**src/rtl/risc_toy_mem_arb_if.sv**
```systemverilog
// Bus bundle for risc_toy_mem_arb: fetch requester, data requester and the
// unified memory port.
//
// Handshake: a requester raises *_REQ with its command fields and holds them
// stable until the cycle in which the matching *_GNT is high. The arbiter
// accepts the command at the rising edge that ends that cycle. *_GNT is a
// one-cycle combinational pulse. M_REQ is a one-cycle command strobe. M_RDATA
// is valid exactly LAT cycles after the M_REQ cycle. *_RDATA is meaningful
// only while the matching *_RVALID is high.
interface risc_toy_mem_arb_if #(
  parameter int AW = 30,
  parameter int DW = 32
);
  logic          I_REQ;
  logic [AW-1:0] I_ADDR;
  logic          I_GNT;
  logic          I_RVALID;
  logic [DW-1:0] I_RDATA;
  logic          D_REQ;
  logic          D_RW;
  logic [AW-1:0] D_ADDR;
  logic [DW-1:0] D_WDATA;
  logic          D_GNT;
  logic          D_RVALID;
  logic [DW-1:0] D_RDATA;
  logic          M_REQ;
  logic          M_RW;
  logic [AW-1:0] M_ADDR;
  logic [DW-1:0] M_WDATA;
  logic [DW-1:0] M_RDATA;

  // Arbiter side
  modport slave (
    input  I_REQ, I_ADDR, D_REQ, D_RW, D_ADDR, D_WDATA, M_RDATA,
    output I_GNT, I_RVALID, I_RDATA, D_GNT, D_RVALID, D_RDATA,
           M_REQ, M_RW, M_ADDR, M_WDATA
  );

  // Requesters plus memory side
  modport master (
    output I_REQ, I_ADDR, D_REQ, D_RW, D_ADDR, D_WDATA, M_RDATA,
    input  I_GNT, I_RVALID, I_RDATA, D_GNT, D_RVALID, D_RDATA,
           M_REQ, M_RW, M_ADDR, M_WDATA
  );
endinterface

```
**src/rtl/risc_toy_mem_arb.sv**
```systemverilog
// Single-port memory arbiter for the RISC_TOY core. Shares one memory port
// between instruction fetch and data access, one transaction outstanding.
// Optional macro RISC_TOY_ARB_RR_EN: round-robin priority on simultaneous
// requests instead of fixed data-over-fetch priority.
module risc_toy_mem_arb #(
  parameter int AW  = 30,
  parameter int DW  = 32,
  parameter int LAT = 2
) (
  input  logic                CLK,
  input  logic                RSTN,
  risc_toy_mem_arb_if.slave   bus,
  output logic [1:0]          dbg_state
);

  typedef enum logic [1:0] {
    IDLE  = 2'd0,
    ISSUE = 2'd1,
    WAIT  = 2'd2
  } state_t;

  // Elaboration-time guard on the latency range supported by the 4-bit counter
  if (LAT < 1 || LAT > 15) begin : g_lat_err
    $error("risc_toy_mem_arb: LAT=%0d outside legal range 1..15", LAT);
  end

  localparam logic [3:0] LAT4 = 4'(LAT);

  state_t        state_q, state_d;
  logic          owner_q, owner_d;   // 1 = data requester owns the transaction
  logic          rw_q, rw_d;
  logic [AW-1:0] addr_q, addr_d;
  logic [DW-1:0] wdata_q, wdata_d;
  logic [3:0]    cnt_q, cnt_d;
  logic          d_wins;
  logic          i_gnt, d_gnt;
  logic          rd_hit;

`ifdef RISC_TOY_ARB_RR_EN
  logic          last_q, last_d;     // 1 = data was granted last

  // Round-robin: on a tie the side that was not granted last wins
  always_comb begin
    d_wins = bus.D_REQ && (!bus.I_REQ || !last_q);
    last_d = last_q;
    if (d_gnt)      last_d = 1'b1;
    else if (i_gnt) last_d = 1'b0;
  end

  // Last-owner register, resets to data so fetch wins the first tie
  always_ff @(posedge CLK or negedge RSTN) begin
    if (!RSTN) last_q <= 1'b1;
    else       last_q <= last_d;
  end
`else
  // Fixed priority: the data access belongs to the older instruction
  always_comb begin
    d_wins = bus.D_REQ;
  end
`endif

  // Next-state, grant and command-latch logic
  always_comb begin
    state_d = state_q;
    owner_d = owner_q;
    rw_d    = rw_q;
    addr_d  = addr_q;
    wdata_d = wdata_q;
    cnt_d   = cnt_q;
    i_gnt   = 1'b0;
    d_gnt   = 1'b0;
    case (state_q)
      IDLE: begin
        // RSTN gating keeps grants low while reset is held
        if (RSTN && d_wins) begin
          d_gnt   = 1'b1;
          owner_d = 1'b1;
          rw_d    = bus.D_RW;
          addr_d  = bus.D_ADDR;
          wdata_d = bus.D_WDATA;
          state_d = ISSUE;
        end else if (RSTN && bus.I_REQ) begin
          i_gnt   = 1'b1;
          owner_d = 1'b0;
          rw_d    = 1'b0;
          addr_d  = bus.I_ADDR;
          state_d = ISSUE;
        end
      end
      ISSUE: begin
        if (rw_q) begin
          state_d = IDLE;
        end else begin
          cnt_d   = LAT4;
          state_d = WAIT;
        end
      end
      WAIT: begin
        if (cnt_q <= 4'd1) begin
          cnt_d   = 4'd0;
          state_d = IDLE;
        end else begin
          cnt_d = cnt_q - 4'd1;
        end
      end
      default: begin
        state_d = IDLE;
      end
    endcase
  end

  // State and latched-command registers
  always_ff @(posedge CLK or negedge RSTN) begin
    if (!RSTN) begin
      state_q <= IDLE;
      owner_q <= 1'b0;
      rw_q    <= 1'b0;
      addr_q  <= '0;
      wdata_q <= '0;
      cnt_q   <= 4'd0;
    end else begin
      state_q <= state_d;
      owner_q <= owner_d;
      rw_q    <= rw_d;
      addr_q  <= addr_d;
      wdata_q <= wdata_d;
      cnt_q   <= cnt_d;
    end
  end

  // Output decode: command fields only change on the edge into ISSUE
  always_comb begin
    rd_hit       = (state_q == WAIT) && (cnt_q == 4'd1);
    bus.I_GNT    = i_gnt;
    bus.D_GNT    = d_gnt;
    bus.I_RVALID = rd_hit && !owner_q;
    bus.D_RVALID = rd_hit && owner_q;
    bus.I_RDATA  = bus.M_RDATA;
    bus.D_RDATA  = bus.M_RDATA;
    bus.M_REQ    = (state_q == ISSUE);
    bus.M_RW     = rw_q;
    bus.M_ADDR   = addr_q;
    bus.M_WDATA  = wdata_q;
    dbg_state    = state_q;
  end

endmodule

```
**src/flat_wrapper.sv**
```systemverilog
// flat-port wrapper written by rule: the top's interface ports become plain ports
module risc_toy_mem_arb_flat 
#(
  parameter int AW  = 30,
  parameter int DW  = 32,
  parameter int LAT = 2
)
  (CLK, RSTN, dbg_state, bus_I_REQ, bus_I_ADDR, bus_D_REQ, bus_D_RW, bus_D_ADDR, bus_D_WDATA, bus_M_RDATA, bus_I_GNT, bus_I_RVALID, bus_I_RDATA, bus_D_GNT, bus_D_RVALID, bus_D_RDATA, bus_M_REQ, bus_M_RW, bus_M_ADDR, bus_M_WDATA);
  risc_toy_mem_arb_if #(.AW(AW), .DW(DW)) bus_i ();
  input  logic CLK;
  input  logic RSTN;
  output logic [1:0] dbg_state;
  input wire logic [$bits(bus_i.I_REQ)-1:0] bus_I_REQ;
  input wire logic [$bits(bus_i.I_ADDR)-1:0] bus_I_ADDR;
  input wire logic [$bits(bus_i.D_REQ)-1:0] bus_D_REQ;
  input wire logic [$bits(bus_i.D_RW)-1:0] bus_D_RW;
  input wire logic [$bits(bus_i.D_ADDR)-1:0] bus_D_ADDR;
  input wire logic [$bits(bus_i.D_WDATA)-1:0] bus_D_WDATA;
  input wire logic [$bits(bus_i.M_RDATA)-1:0] bus_M_RDATA;
  output wire logic [$bits(bus_i.I_GNT)-1:0] bus_I_GNT;
  output wire logic [$bits(bus_i.I_RVALID)-1:0] bus_I_RVALID;
  output wire logic [$bits(bus_i.I_RDATA)-1:0] bus_I_RDATA;
  output wire logic [$bits(bus_i.D_GNT)-1:0] bus_D_GNT;
  output wire logic [$bits(bus_i.D_RVALID)-1:0] bus_D_RVALID;
  output wire logic [$bits(bus_i.D_RDATA)-1:0] bus_D_RDATA;
  output wire logic [$bits(bus_i.M_REQ)-1:0] bus_M_REQ;
  output wire logic [$bits(bus_i.M_RW)-1:0] bus_M_RW;
  output wire logic [$bits(bus_i.M_ADDR)-1:0] bus_M_ADDR;
  output wire logic [$bits(bus_i.M_WDATA)-1:0] bus_M_WDATA;
  assign bus_i.I_REQ = bus_I_REQ;
  assign bus_i.I_ADDR = bus_I_ADDR;
  assign bus_i.D_REQ = bus_D_REQ;
  assign bus_i.D_RW = bus_D_RW;
  assign bus_i.D_ADDR = bus_D_ADDR;
  assign bus_i.D_WDATA = bus_D_WDATA;
  assign bus_i.M_RDATA = bus_M_RDATA;
  assign bus_I_GNT = bus_i.I_GNT;
  assign bus_I_RVALID = bus_i.I_RVALID;
  assign bus_I_RDATA = bus_i.I_RDATA;
  assign bus_D_GNT = bus_i.D_GNT;
  assign bus_D_RVALID = bus_i.D_RVALID;
  assign bus_D_RDATA = bus_i.D_RDATA;
  assign bus_M_REQ = bus_i.M_REQ;
  assign bus_M_RW = bus_i.M_RW;
  assign bus_M_ADDR = bus_i.M_ADDR;
  assign bus_M_WDATA = bus_i.M_WDATA;
  risc_toy_mem_arb #(.AW(AW), .DW(DW), .LAT(LAT)) u_core (.CLK(CLK), .RSTN(RSTN), .bus(bus_i), .dbg_state(dbg_state));
endmodule
```
**config.mk**
```make
export PLATFORM = sky130hd
export DESIGN_NAME = risc_toy_mem_arb_flat
export DESIGN_NICKNAME = d
export VERILOG_FILES = /design/src/rtl/risc_toy_mem_arb_if.sv /design/src/rtl/risc_toy_mem_arb.sv /design/src/flat_wrapper.sv
export SDC_FILE = /design/constraint.sdc
export NUM_CORES = 1
export LEC_CHECK = 0
export BUFFER_PORTS_ARGS = -buffer_cell sky130_fd_sc_hd__clkbuf_2
export CORE_ASPECT_RATIO = 1.4
export CORE_MARGIN = 3
export CORE_UTILIZATION = 37
export CTS_BUF_LIST = sky130_fd_sc_hd__clkbuf_16
export DETAILED_ROUTE_END_ITERATION = 6
export MAX_ROUTING_LAYER = met4
export PLACE_DENSITY_LB_ADDON = 0.05
export SLEW_MARGIN = 5
export SYNTH_ARGS = -nofsm -noshare
export SYNTH_HDL_FRONTEND = slang
export SYNTH_SLANG_ARGS = --single-unit
```
**constraint.sdc**
```tcl
create_clock -name CLK -period 1.75 [get_ports CLK]
set_clock_uncertainty 0.2 [all_clocks]
set_input_delay 0.175 -clock CLK [delete_from_list [all_inputs] [get_ports CLK]]
set_output_delay 0.175 -clock CLK [all_outputs]
set_load 0.005 [all_outputs]
```
==> impl_results.md <==
- Outcome: complete, but fails checks
- Failing checks: negative setup slack
- Setup violators final: 33
- Residual DRC: 0
- Simple logic cell fraction of the synthesized area: 0.0362
- WP buf/inv: 2
- Root Buffer Master: clkbuf_16
- Top-count cell post-synth: mux2_2
- Final-report hold violation count: 0
- Top post-synthesis cells by area: dfrtp_1 48%, mux2_2 25%, buf_4 13%, mux2_4 4.9%, buf_6 1.5%
- Layout Nets: between 500 and 600
- Largest family of logic cells by synthesized area: multiplexers
- Power per cell area: 1380 nW/um^2
- IO Port Bufs: roughly 170
- WP data required: roughly 1800 ps
- Layout cells sized above 1: 0.691
- Skew-Pair Late Insertion Delay: 330 ps
- Worst path top cell family by delay: flip-flops
- Slowest CP cell: dfrtp_1
- Final Cycle Share: 1.05
- Die height: 124 um
- CP Max Fanout: 8
- Area growth, synth to finish: 43.1%
- Via density: 4.49
- # diodes: 0
- Detailed Route WL: 8790 um
- Starting density of the core: 0.383
- FP Rows: 42
- Number of I/O pins: 263
- Number of synthesized register bits: 70
- Top-area cell type share of the netlist area: 0.478
- Routability cong.: 0.703
- Die X: ~90 um
- Pin count of the biggest net entering global routing: 52
- Fmax: 543 MHz
- Vias after detailed routing: 2,598
- Syn_area_per_cell: around 14 um^2
- Peak supply drop: 0.000636 V
- Fin worst setup slack: -92.1 ps
- Chain of cells forming the critical path: buf_4 -> nor3b_4 -> o21a_4 -> clkbuf_16 -> mux2_2
- HPWL after detailed placement: 5950 um
- P_leak: 2.58 nW
- Vias in the first global route: 2,671
- CTS Buf Count: 9
- Net Count, Synth: 400
- Hold Crit Class: in2reg
- Max Cap Violations: 0
- Sequential fraction of the synthesis area: 0.478
- Delay of the slowest critical-path stage: 390 ps
- Cell taking the most area after synthesis: dfrtp_1
- First-pass GRT wire length: 13,300 um
- CTS Buffer Depth: 2
- CP endpoint kind: register
- Die Area: 11,200 um^2
- Dpl ws: -12.5 ps
- Clk sinks: 70
- GRT Total Usage: 0.158
- Synth Area in Compound Gates: 0.0154
- Crit start category: register
- Ys async rst share: 1.00
- Post-synth EDFFs: 0
- Critical path class: reg2reg
- Xor-xnor portion of the synthesized cell area: 0.00239
- Slew Limit Fails: 0
- Post-synthesis cell count: around 270
- Yosys synthesis warning count: 0
- WL/cell: 15.2 um
- Ys flop type: dfrtp_1
- Mapped cell area: 3670 um^2
- Initial antenna violation count: 0
- Distinct cells, synth: 32
- Synth top cells by count: 80 x mux2_2, 70 x dfrtp_1, 64 x buf_4
- Slew @ Worst Pin: between 600 and 700 ps
- Worst Path Arrival: 1850 ps
- Fin crit period: 1840 ps
- Initial drt markers: 47
- Total power: just over 7 mW
- Core ar.: 9560 um^2
- Post-synthesis mux area share: 0.295
- GR Overflow Total: 0
- DRT antenna net count: 0
- Unrepaired setup endpoints after global routing: true
- Max-slew headroom: 0.570
- DR pass1 iterations: 4
- H-tree depth: 3
- CTS clock-pin slew for the worst setup and hold paths: 50 ps
- Post-Synth Adder-Cell Area: 0.00682
- CTS tree: built
[through the flow]
stage                     cells  hold slack [ps]  instance area [um^2]  utilization  setup TNS [ps]
after floorplan             269             -321                  3670            -               0
after global placement      505            -1.63                  4200        0.439               0
after detailed placement    505            -1.85                  4200        0.439           -53.4
after CTS                   571           0.0160                  5080        0.531           -1130
after global routing        579             8.47                  5250        0.549           -5770
final                       579             10.0                  5250        0.549           -1770
[final cells by class]
class,instances,area (um^2)
clock buffers,9,225
fillers,844,4320
inverters,3,11.3
repair buffers,238,1650
clock inverters,4,18.8
multi-input cells,123,1420
well taps,132,165
flip-flops and latches,70,1750
[tightest hold or removal path, stage by stage]
cell and delay, ps:
clkbuf_2 70, mux2_2 130, mux2_4 120
[sequential cells by signal, indices dropped and copies added (netlist names)]
name,count
u_core.bus.M_RW,1
u_core.cnt_q,4
u_core.bus.M_WDATA,32
u_core.bus.M_ADDR,30
u_core.owner_q,1
u_core.dbg_state,2
[routing by layer]
metal	vias to the layer above	wire length, um	global-route usage
met3	32	581	0.0429
met1	1225	3360	0.172
met5	-	0	-
met2	126	4560	0.260
met4	0	294	0.0967
li1	1215	-	-
[power by group]
group / internal [mW] / leakage, nW / switching (mW)
Combinational: 1.83 / 1.63 / 1.01
Clock: 0.917 / 0.120 / 0.615
Sequential: 2.41 / 0.826 / 0.467
[cells by family after synthesis]
family,count (synthesis)
multiplexers,92
adder cells (fa/ha/maj),2
AO/OA/AOI/OAI,8
flip-flops,70
AND/OR/NAND/NOR,20
XOR/XNOR,1
buffers and inverters,76
[final timing paths]
check | startpoint | end | slack [ps] | cells after the start
worst min-delay path | bus_I_ADDR[22] | u_core.bus.M_ADDR[22]$_DFFE_PN0P_ | 10 | 3
worst max-delay path | u_core.dbg_state[0]$_DFFE_PN0P_ | u_core.bus.M_ADDR[2]$_DFFE_PN0P_ | -90 | 5
max in group asynchronous | RSTN | u_core.bus.M_ADDR[1]$_DFFE_PN0P_ | 540 | 3
worst min register to register | u_core.bus.M_ADDR[1]$_DFFE_PN0P_ | u_core.bus.M_ADDR[1]$_DFFE_PN0P_ | 300 | 1
min in group asynchronous | RSTN | u_core.dbg_state[0]$_DFFE_PN0P_ | 210 | 3
worst max register to register | u_core.dbg_state[0]$_DFFE_PN0P_ | u_core.bus.M_ADDR[2]$_DFFE_PN0P_ | -90 | 5
[cells in the final DEF, fill, tap and decap left out, drive strengths merged, types with 2 or more instances in the layout]
cell / n
mux2: 92
o21ai: 3
clkinv: 2
nor2: 2
clkbuf: 175
nor3: 2
dfrtp: 70
buf: 27
nand3: 3
inv: 4
ha: 2
nand2: 4
dlygate4sd3: 45
[what timing repair did]
item / 4_1_cts / 5_1_grt
hold endpoints to repair: 110 / 0
endpoints found under the setup margin: 31 / 67
gates resized for setup: 29 / 12
hold buffers: 45 / 0
buffers inserted: 7 / 4
pin swaps: 3 / 3
gates cloned: 1 / 4
Power figures use the tool's default switching activity.
